==> src/rtl/piso_serializer.sv <==
// piso_serializer: parallel-in, serial-out transmitter with a valid/ready load
// handshake. A DATA_WIDTH word is emitted one bit per enabled clock, either
// MSB-first (dir=0) or LSB-first (dir=1). A new word may be loaded on the same
// edge that consumes the last bit of the current frame, so frames can run
// back to back without an idle gap.
module piso_serializer #(
    parameter int DATA_WIDTH = 8
) (
    input  logic                  clk,
    input  logic                  rst,
    input  logic                  load_valid,
    output logic                  load_ready,
    input  logic [DATA_WIDTH-1:0] p_in,
    input  logic                  dir,
    input  logic                  shift_en,
    output logic                  s_out,
    output logic                  s_valid,
    output logic                  busy,
    output logic                  done
);

    localparam int CNT_W = $clog2(DATA_WIDTH);

    typedef enum logic {
        IDLE  = 1'b0,
        SHIFT = 1'b1
    } state_t;

    state_t                state_q, state_d;
    logic [DATA_WIDTH-1:0] sreg_q, sreg_d;
    logic [CNT_W-1:0]      cnt_q, cnt_d;
    logic                  dir_q, dir_d;
    logic                  done_q, done_d;

    logic                  accept;
    logic                  last_bit;

    // The counter holds the number of bits still to come after the one on
    // s_out, so counter==0 with shift_en marks the last-bit edge, where a
    // fresh word may already be taken.
    assign last_bit   = (state_q == SHIFT) && shift_en && (cnt_q == '0);
    assign load_ready = (state_q == IDLE) || last_bit;
    assign accept     = load_valid && load_ready;

    assign busy    = (state_q == SHIFT);
    assign s_valid = (state_q == SHIFT) && shift_en;
    assign s_out   = (state_q == SHIFT) ? (dir_q ? sreg_q[0] : sreg_q[DATA_WIDTH-1]) : 1'b0;
    assign done    = done_q;

    // Next-state logic: consume a bit when enabled, then let a handshake
    // override with a fresh load so a back-to-back word wins over the return to IDLE.
    always_comb begin
        state_d = state_q;
        sreg_d  = sreg_q;
        cnt_d   = cnt_q;
        dir_d   = dir_q;
        done_d  = 1'b0;

        if ((state_q == SHIFT) && shift_en) begin
            sreg_d = dir_q ? (sreg_q >> 1) : (sreg_q << 1);
            if (cnt_q != '0) begin
                cnt_d = cnt_q - CNT_W'(1);
            end else begin
                done_d  = 1'b1;
                state_d = IDLE;
            end
        end

        if (accept) begin
            sreg_d  = p_in;
            dir_d   = dir;
            cnt_d   = CNT_W'(DATA_WIDTH - 1);
            state_d = SHIFT;
        end
    end

    // State registers; reset abandons any frame at once with no done pulse.
    always_ff @(posedge clk or posedge rst) begin
        if (rst) begin
            state_q <= IDLE;
            sreg_q  <= '0;
            cnt_q   <= '0;
            dir_q   <= 1'b0;
            done_q  <= 1'b0;
        end else begin
            state_q <= state_d;
            sreg_q  <= sreg_d;
            cnt_q   <= cnt_d;
            dir_q   <= dir_d;
            done_q  <= done_d;
        end
    end

endmodule

==> config.mk <==
export PLATFORM = sky130hd
export DESIGN_NAME = piso_serializer
export DESIGN_NICKNAME = d
export VERILOG_FILES = /design/src/rtl/piso_serializer.sv
export SDC_FILE = /design/constraint.sdc
export NUM_CORES = 1
export LEC_CHECK = 0
export ABC_AREA = 1
export BUFFER_PORTS_ARGS = -buffer_cell sky130_fd_sc_hd__buf_2
export CORE_MARGIN = 2
export CORE_UTILIZATION = 56
export CTS_BUF_LIST = sky130_fd_sc_hd__clkbuf_16
export DETAILED_ROUTE_END_ITERATION = 12
export GPL_TIMING_DRIVEN = 0
export HOLD_SLACK_MARGIN = 0.02
export PLACE_DENSITY = 0.82
export SKIP_CTS_REPAIR_TIMING = 1
export SYNTH_ARGS = -nofsm -noshare
export SYNTH_HDL_FRONTEND = slang
export SYNTH_SLANG_ARGS = --single-unit
==> constraint.sdc <==
create_clock -name clk -period 4 [get_ports clk]
set_clock_uncertainty 0.1 [all_clocks]
set_input_delay 0.6 -clock clk [delete_from_list [all_inputs] [get_ports clk]]
set_output_delay 0.6 -clock clk [all_outputs]
set_load 0.03 [all_outputs]
==> results summary, run 1 <==
The number of fillers in the final layout is roughly 100. The summed negative setup slack over all endpoints came out at 0 ns. The buffer depth of the longest clock path came out at 2. The sequential share of the synthesized area came out at 0.420.

The period utilization came out at 0.574. For this run, the detailed router's first-pass iteration total came to 4. The die height came out at 42.6 µm.

The average wire per standard cell is 12.6 µm. In this run the worst hold path is classified as primary input to async pin. The via count of the first global-routing pass came out at 772. The end-of-flow core utilization is 0.751. Clock-pin slew was measured on the worst setup and hold paths at 0.05 ns.

The share of cells above drive strength 1 is 0.223. The total wirelength of the detailed-routed design is 1930 µm. The most used flip-flop cell after synthesis is sky130_fd_sc_hd__dfrtp_1. The layout overhead on the synthesized area came out at 21.4%. The first-pass GRT wire length came out at 3340 µm. The run finished with clean final reports. The detailed router's first-iteration violation count came out at 22. The average footprint of a synthesized cell is around 7 µm². The die covers 0.00182 mm². The fraction of registers with async set or reset after synthesis came out at 1.00. Routability-driven placement finished with a final weighted congestion of 0.842. The number of remaining DRC errors is 0. The number of port buffers came out at 17. The worst-case reg-to-reg path depth came out at 10. The remaining antenna violation count is 0.

The overall via count from detail_route came out at 826. The endpoint arrival time on the critical path is 1.60 ns. Across the VDD grid, the largest voltage drop is 546 µV. The achievable clock frequency came out at 0.436 GHz. The horizontal die dimension is 42.6 µm.

The number of clock buffers added by TritonCTS is 3. Summed over all instances, the cell type with the most area after synthesis is sky130_fd_sc_hd__dfrtp_1. The proportion of netlist area held by the largest area contributor is 0.420. The floorplan has 13 rows. The pin count of the biggest net entering global routing came out at 15.

The worst setup path is of the register to output port kind. The HPWL after detailed placement is 1220 µm. In this run, synthesis inferred 0 flip-flops with an integrated enable. For this configuration, the core starts out at a cell density of 0.618. The final global-route overflow total came out at 0. The I/O pin count came out at 18. The static leakage came out at roughly 0.00062 µW. The clock sink count is 14. For the worst setup path, the data required time is 3.30 ns.

Summing every instance area after synthesis gives 835 µm². For the pin with the worst max-slew slack, the measured transition is approximately 0.56 ns. Max-cap violations in this run came to 0.

The number of slew-limit violations in the final report is 0. sky130_fd_sc_hd__nand2_1 is the most common cell in the netlist. Setup violations remaining at the end of the flow were counted as 0. The final antenna diode count came out at 0. The type of element launching the critical path is a register.

The worst setup path is captured at an output port. The total of flip-flops plus latches after synthesis came out at 14. In this run the worst path has a maximum fanout of 10. The worst max-slew margin expressed relative to the limit is 0.628. The number of instances in the synthesized netlist is 119. The number of antenna violations at the first check in global routing came out at 0.

The clock period minus final worst setup slack came out at 2.30 ns. Power spread over the standard cell area amounts to 832 mW/mm². The core region area came out at approximately 0.0014 mm². The post-detailed-route via-to-cell ratio came out at 5.36. The synthesized netlist net count is roughly 130. Yosys printed 0 warnings.

Across every metal layer, demand over resource in global routing totals 0.251. The source-to-sink clock delay at the later pin of the worst-skew pair came out at ~0.24 ns. The clock root buffer is sky130_fd_sc_hd__clkbuf_16.

TritonCTS built the clock tree. Setup repair after global routing left no endpoint under its margin. The layout net count is between 150 and 200. The number of hold-slack violations in the final timing report came out at 0.

Synthesis instantiated 17 different standard cells from the library. The number of H-tree branching levels is 1. Sorting the synthesized cells by area gives the leading types as sky130_fd_sc_hd__dfrtp_1, sky130_fd_sc_hd__nand2_1, sky130_fd_sc_hd__nand3_1.

The commonest cells after synthesis are sky130_fd_sc_hd__nand2_1, sky130_fd_sc_hd__inv_1, sky130_fd_sc_hd__nand3_1.
[worst max-delay path: stages (launching register included)]
cell	delay (ns)
sky130_fd_sc_hd__dfrtp_1	0.37
sky130_fd_sc_hd__inv_1	0.10
sky130_fd_sc_hd__ha_1	0.18
sky130_fd_sc_hd__inv_1	0.04
sky130_fd_sc_hd__nor2_1	0.11
sky130_fd_sc_hd__nand2_2	0.07
sky130_fd_sc_hd__nand2_2	0.08
sky130_fd_sc_hd__buf_4	0.18
sky130_fd_sc_hd__buf_2	0.21
[registers in the layout (all words and copies together) (netlist names)]
name	count
busy	1
sreg_q	8
done	1
cnt_q	3
dir_q	1
[where the power goes]
part	internal, µW	leakage [µW]	switching [µW]
combinational	139	0.000412	257
clock	131	0.0000370	58.3
sequential	208	0.000168	49.0
total	479	0.000617	364
[cells in the final DEF, fill, tap and decap left out]
| cell | count |
|---|---|
| sky130_fd_sc_hd__nand2_1 | 38 |
| sky130_fd_sc_hd__inv_1 | 20 |
| sky130_fd_sc_hd__buf_2 | 18 |
| sky130_fd_sc_hd__nand3_1 | 18 |
| sky130_fd_sc_hd__dfrtp_1 | 14 |
| sky130_fd_sc_hd__o21ai_0 | 8 |
| sky130_fd_sc_hd__nor2_1 | 6 |
| sky130_fd_sc_hd__nand2_2 | 3 |
| sky130_fd_sc_hd__clkbuf_16 | 3 |
| sky130_fd_sc_hd__or2_2 | 2 |
| sky130_fd_sc_hd__ha_1 | 2 |
| sky130_fd_sc_hd__inv_2 | 1 |
| sky130_fd_sc_hd__nand2_4 | 1 |
| sky130_fd_sc_hd__buf_6 | 1 |
| sky130_fd_sc_hd__buf_4 | 1 |
| sky130_fd_sc_hd__o21ai_1 | 1 |
| sky130_fd_sc_hd__a21oi_2 | 1 |
| sky130_fd_sc_hd__a21oi_1 | 1 |
[worst paths after layout]
kind                                  startpoint               endpoint  slack (ns)
max                         cnt_q[0]$_DFFE_PP0P_             load_ready        1.70
min                                          rst         done$_DFF_PP0_        0.30
max reg2reg                 cnt_q[0]$_DFFE_PP0P_  sreg_q[7]$_DFFE_PP0P_        2.39
min reg2reg                sreg_q[5]$_DFFE_PP0P_  sreg_q[5]$_DFFE_PP0P_        0.38
max in group asynchronous                    rst   cnt_q[1]$_DFFE_PP0P_        3.14
min in group clk           sreg_q[5]$_DFFE_PP0P_  sreg_q[5]$_DFFE_PP0P_        0.38
[final cells by class]
cell class	instances	area, µm²	area share
flip-flops and latches	14	350	0.346
plain buffers	3	23.8	0.0235
well taps	15	18.8	0.0185
clock buffers	3	75.1	0.0741
multi-input cells	81	382	0.377
inverters	21	78.8	0.0778
repair buffers	17	85.1	0.0840
[kinds of logic after synthesis]
| family | count (synthesis) | synth area share |
|---|---|---|
| AO/OA/AOI/OAI | 11 | 0.0705 |
| adder cells (fa/ha/maj) | 2 | 0.0300 |
| buffers and inverters | 24 | 0.123 |
| flip-flops | 14 | 0.420 |
| AND/OR/NAND/NOR | 68 | 0.357 |
[metrics by stage]
step / hold WS [ns] / instance area, µm² / setup WS (ns) / total power [µW] / cells
after floorplan: 0.349 / 835 / 2.07 / 553 / 119
after global placement: 0.365 / 938 / 1.95 / 630 / 151
after detailed placement: 0.371 / 938 / 1.93 / 644 / 151
after CTS: 0.316 / 1010 / 1.69 / 846 / 154
after global routing: 0.361 / 1010 / 1.54 / 913 / 154
final: 0.299 / 1010 / 1.70 / 843 / 154
[per-layer routing]
metal	routed length (µm)	global-route usage	share of wire	up-vias
met5	0	0	0	-
met4	57	0.150	0.029	0
met3	184	0.0733	0.095	8
met2	905	0.388	0.47	43
met1	787	0.305	0.41	365
li1	-	-	-	410
(Power assumes the default switching activity.)
==> run 2: changes to the inputs <==
--- a/config.mk
+++ b/config.mk
@@ -8,12 +8,12 @@
 export ABC_AREA = 1
 export BUFFER_PORTS_ARGS = -buffer_cell sky130_fd_sc_hd__buf_2
 export CORE_MARGIN = 2
-export CORE_UTILIZATION = 56
+export CORE_UTILIZATION = 52
 export CTS_BUF_LIST = sky130_fd_sc_hd__clkbuf_16
 export DETAILED_ROUTE_END_ITERATION = 12
 export GPL_TIMING_DRIVEN = 0
 export HOLD_SLACK_MARGIN = 0.02
-export PLACE_DENSITY = 0.82
+export PLACE_DENSITY = 0.77
 export SKIP_CTS_REPAIR_TIMING = 1
 export SYNTH_ARGS = -nofsm -noshare
 export SYNTH_HDL_FRONTEND = slang
==> constraint.sdc (replaced) <==
create_clock -name clk -period 2.27 [get_ports clk]
set_clock_uncertainty 0.1 [all_clocks]
set_input_delay 0.3405 -clock clk [delete_from_list [all_inputs] [get_ports clk]]
set_output_delay 0.3405 -clock clk [all_outputs]
set_load 0.03 [all_outputs]
==> run 2 against run 1 <==
  * Sequential share of layout area down 0.17 points
  * Non-clock buffer count unchanged
  * Combinational power up 74%
  * Count of clock-buffer cells in the layout unchanged
  * Core utilization down 7.5 points
  * Flip-flop and latch count unchanged
  * Clock power up 75%
  * Critical path type unchanged
  * Critical endpoint unchanged
==> results summary, run 2 (synthesis results as in run 1) <==
The flow ran to the end, and the final reports show no timing, DRC or antenna violations. The worst ir drop on vdd is 884 µV. The required time reported for the critical path endpoint came out at roughly 1.8 ns.

0 antenna diodes ended up in the layout. Dividing total power by cell area gives a power density of 1450 mW/mm². The type of the worst setup path is register to output port. The area of the die came out at 0.00194 mm².

The overall via count from detail_route came out at 775. The first-pass GRT wire length came out at 2990 µm. The placer congestion estimate is 0.835. The maximum net fanout on the critical path came out at 10. The worst-margin pin slew came out at 0.553 ns.

The core region area is 0.00151 mm². The initialized floorplan defines 14 standard-cell rows. The average wire per standard cell came out at ~11 µm. The final global-route overflow total is 0. The global routing usage summed across all routing layers came out at 0.208. The pin count of the biggest net entering global routing is 15. The number of setup violations in the final report came out at 0. The tree is rooted in a sky130_fd_sc_hd__clkbuf_16. The most common library cell in the layout ignoring fill and taps is sky130_fd_sc_hd__nand2_1. The layout net count came out at 156.

The register-to-register setup slack is 0.66 ns. The library cells used most frequently in the layout, excluding fill and tap cells, are sky130_fd_sc_hd__nand2_1, sky130_fd_sc_hd__inv_1, sky130_fd_sc_hd__buf_2, sky130_fd_sc_hd__nand3_1, sky130_fd_sc_hd__dfrtp_1. The register with the most flip-flops in the final layout is sreg_q. The sequential cell area is between 300 and 400 µm². The number of H-tree branching levels is 1. The detailed router's first-iteration violation count came out at 21.

The multi-input gate area in the final layout is 382 µm². The analysis attributes to cell leakage a power of 0.000618 µW. The worst max-slew margin expressed relative to the limit is 0.631. The register with the most flip-flops in the layout has 8 of them. Setup repair after global routing left no endpoint under its margin. Of the available clock period, the critical path in the final layout requires 0.901.

Max-cap violations in this run came to 0. The I/O pin count came out at 18. The number of slew-limit violations in the final report came out at 0. The filler cells instantiated in the layout total 131.

STA classifies the critical path startpoint as a register. The number of hold-slack violations in the final timing report is 0. The total cell area at the placement stage came out at 940 µm².

The register clock-pin slew on the reported worst setup and hold paths came out at approximately 0.050 ns. The largest registers in the layout are sreg_q: 8 flops, cnt_q: 3 flops. The number of antenna violations at the first check in global routing is 0. The achievable clock frequency is 0.489 GHz. In the final layout, the share of cells above drive strength 1 is 0.221. The worst setup path is captured at an output port. The final layout contains routed wiring with a total length of approximately 1800 µm. The clock period minus final worst setup slack came out at 2.04 ns. The via count of the first global-routing pass came out at 735.

The delay contributed by the slowest stage of the critical path came out at around 0.37 ns. The clock reaches the later pin of the worst-skew pair after 0.24 ns. The final instance area came out at 0.00102 mm². The number of remaining DRC errors is 0. Counting the buffers created by CTS gives 3. The buffer depth of the longest clock path is 2. TritonCTS built the clock tree. Data arrives at the worst endpoint at roughly 1.6 ns. Clock tree synthesis found a total of 14 sinks.

On the critical path, the stage with the largest delay is an instance of sky130_fd_sc_hd__dfrtp_1. The post-detailed-route via-to-cell ratio came out at 4.97. From bottom edge to top edge, the die measures about 44 µm. The type of the tightest min-delay check is primary input to async pin. The summed negative setup slack over all endpoints came out at 0 ns. The number of search-and-repair iterations in the first detailed-routing pass came out at 4. Traced cell by cell, the critical path runs through inv_1, ha_1, inv_1, nor2_1, nand2_2, nand2_2, buf_4, buf_2. The horizontal die dimension is 44.1 µm. The HPWL after detailed placement came out at 1230 µm.

The initial cell density of the core is 0.554. Once detail routing completed, the nets flagged for antenna violations numbered 0. The layout overhead on the synthesized area is 22.0%.

The number of port buffers came out at 17.
## run 2: changes by cell type in the layout (fill, tap and decap cells not counted), sizes merged
| cell | change |
|---|---|
| clkinv | +1 |
## run 2: critical path: cells and delay by family (launching register included)
kind / cells / cell delay (ns)
buf+inv: 4 / 0.53
flops: 1 / 0.37
fa+ha+maj: 1 / 0.18
simple gates: 3 / 0.29
## run 2: stage by stage
stage / hold WS, ns / std cells / util / setup slack, ns / power (µW)
CTS: 0.0610 / 156 / 0.676 / 0.197 / 1480
finish: 0.0417 / 156 / 0.676 / 0.225 / 1470
detailed placement: 0.314 / 152 / 0.624 / 0.457 / 1140
global placement: 0.310 / 152 / 0.624 / 0.526 / 1110
global route: 0.0941 / 156 / 0.676 / 0.103 / 1610
floorplan: 0.130 / 119 / - / 0.603 / 975
## run 2: routing by layer
metal,track usage,wire length [µm],up-vias
li1,-,-,407
met1,0.260,760,349
met2,0.371,907,17
met3,0.0367,74,2
met4,0.0545,12,0
met5,0,0,-
## run 2: final cells by class
cell class / instances / share of cell area
plain buffers: 3 / 0.0233
clock buffers: 3 / 0.0737
clock inverters: 1 / 0.00369
well taps: 16 / 0.0197
repair buffers: 17 / 0.0835
flip-flops and latches: 14 / 0.344
multi-input cells: 81 / 0.375
inverters: 21 / 0.0774
## run 2: final timing paths
kind / start / end / depth (start not counted)
worst min register to register: sreg_q[5]$_DFFE_PP0P_ / sreg_q[5]$_DFFE_PP0P_ / 2
worst max-delay path: cnt_q[0]$_DFFE_PP0P_ / load_ready / 8
min in group clk: dir / dir_q$_DFFE_PP0P_ / 3
max in group asynchronous: rst / cnt_q[1]$_DFFE_PP0P_ / 2
worst min-delay path: rst / cnt_q[2]$_DFFE_PP0P_ / 2
worst max register to register: cnt_q[0]$_DFFE_PP0P_ / sreg_q[0]$_DFFE_PP0P_ / 10
## run 2: power breakdown
part           switching [µW]  total, µW  internal, µW  leakage, µW
Sequential               86.0        453           367     0.000168
Combinational             443        690           247     0.000412
Clock                    98.8        331           233    0.0000385
Total                     628       1470           846     0.000618
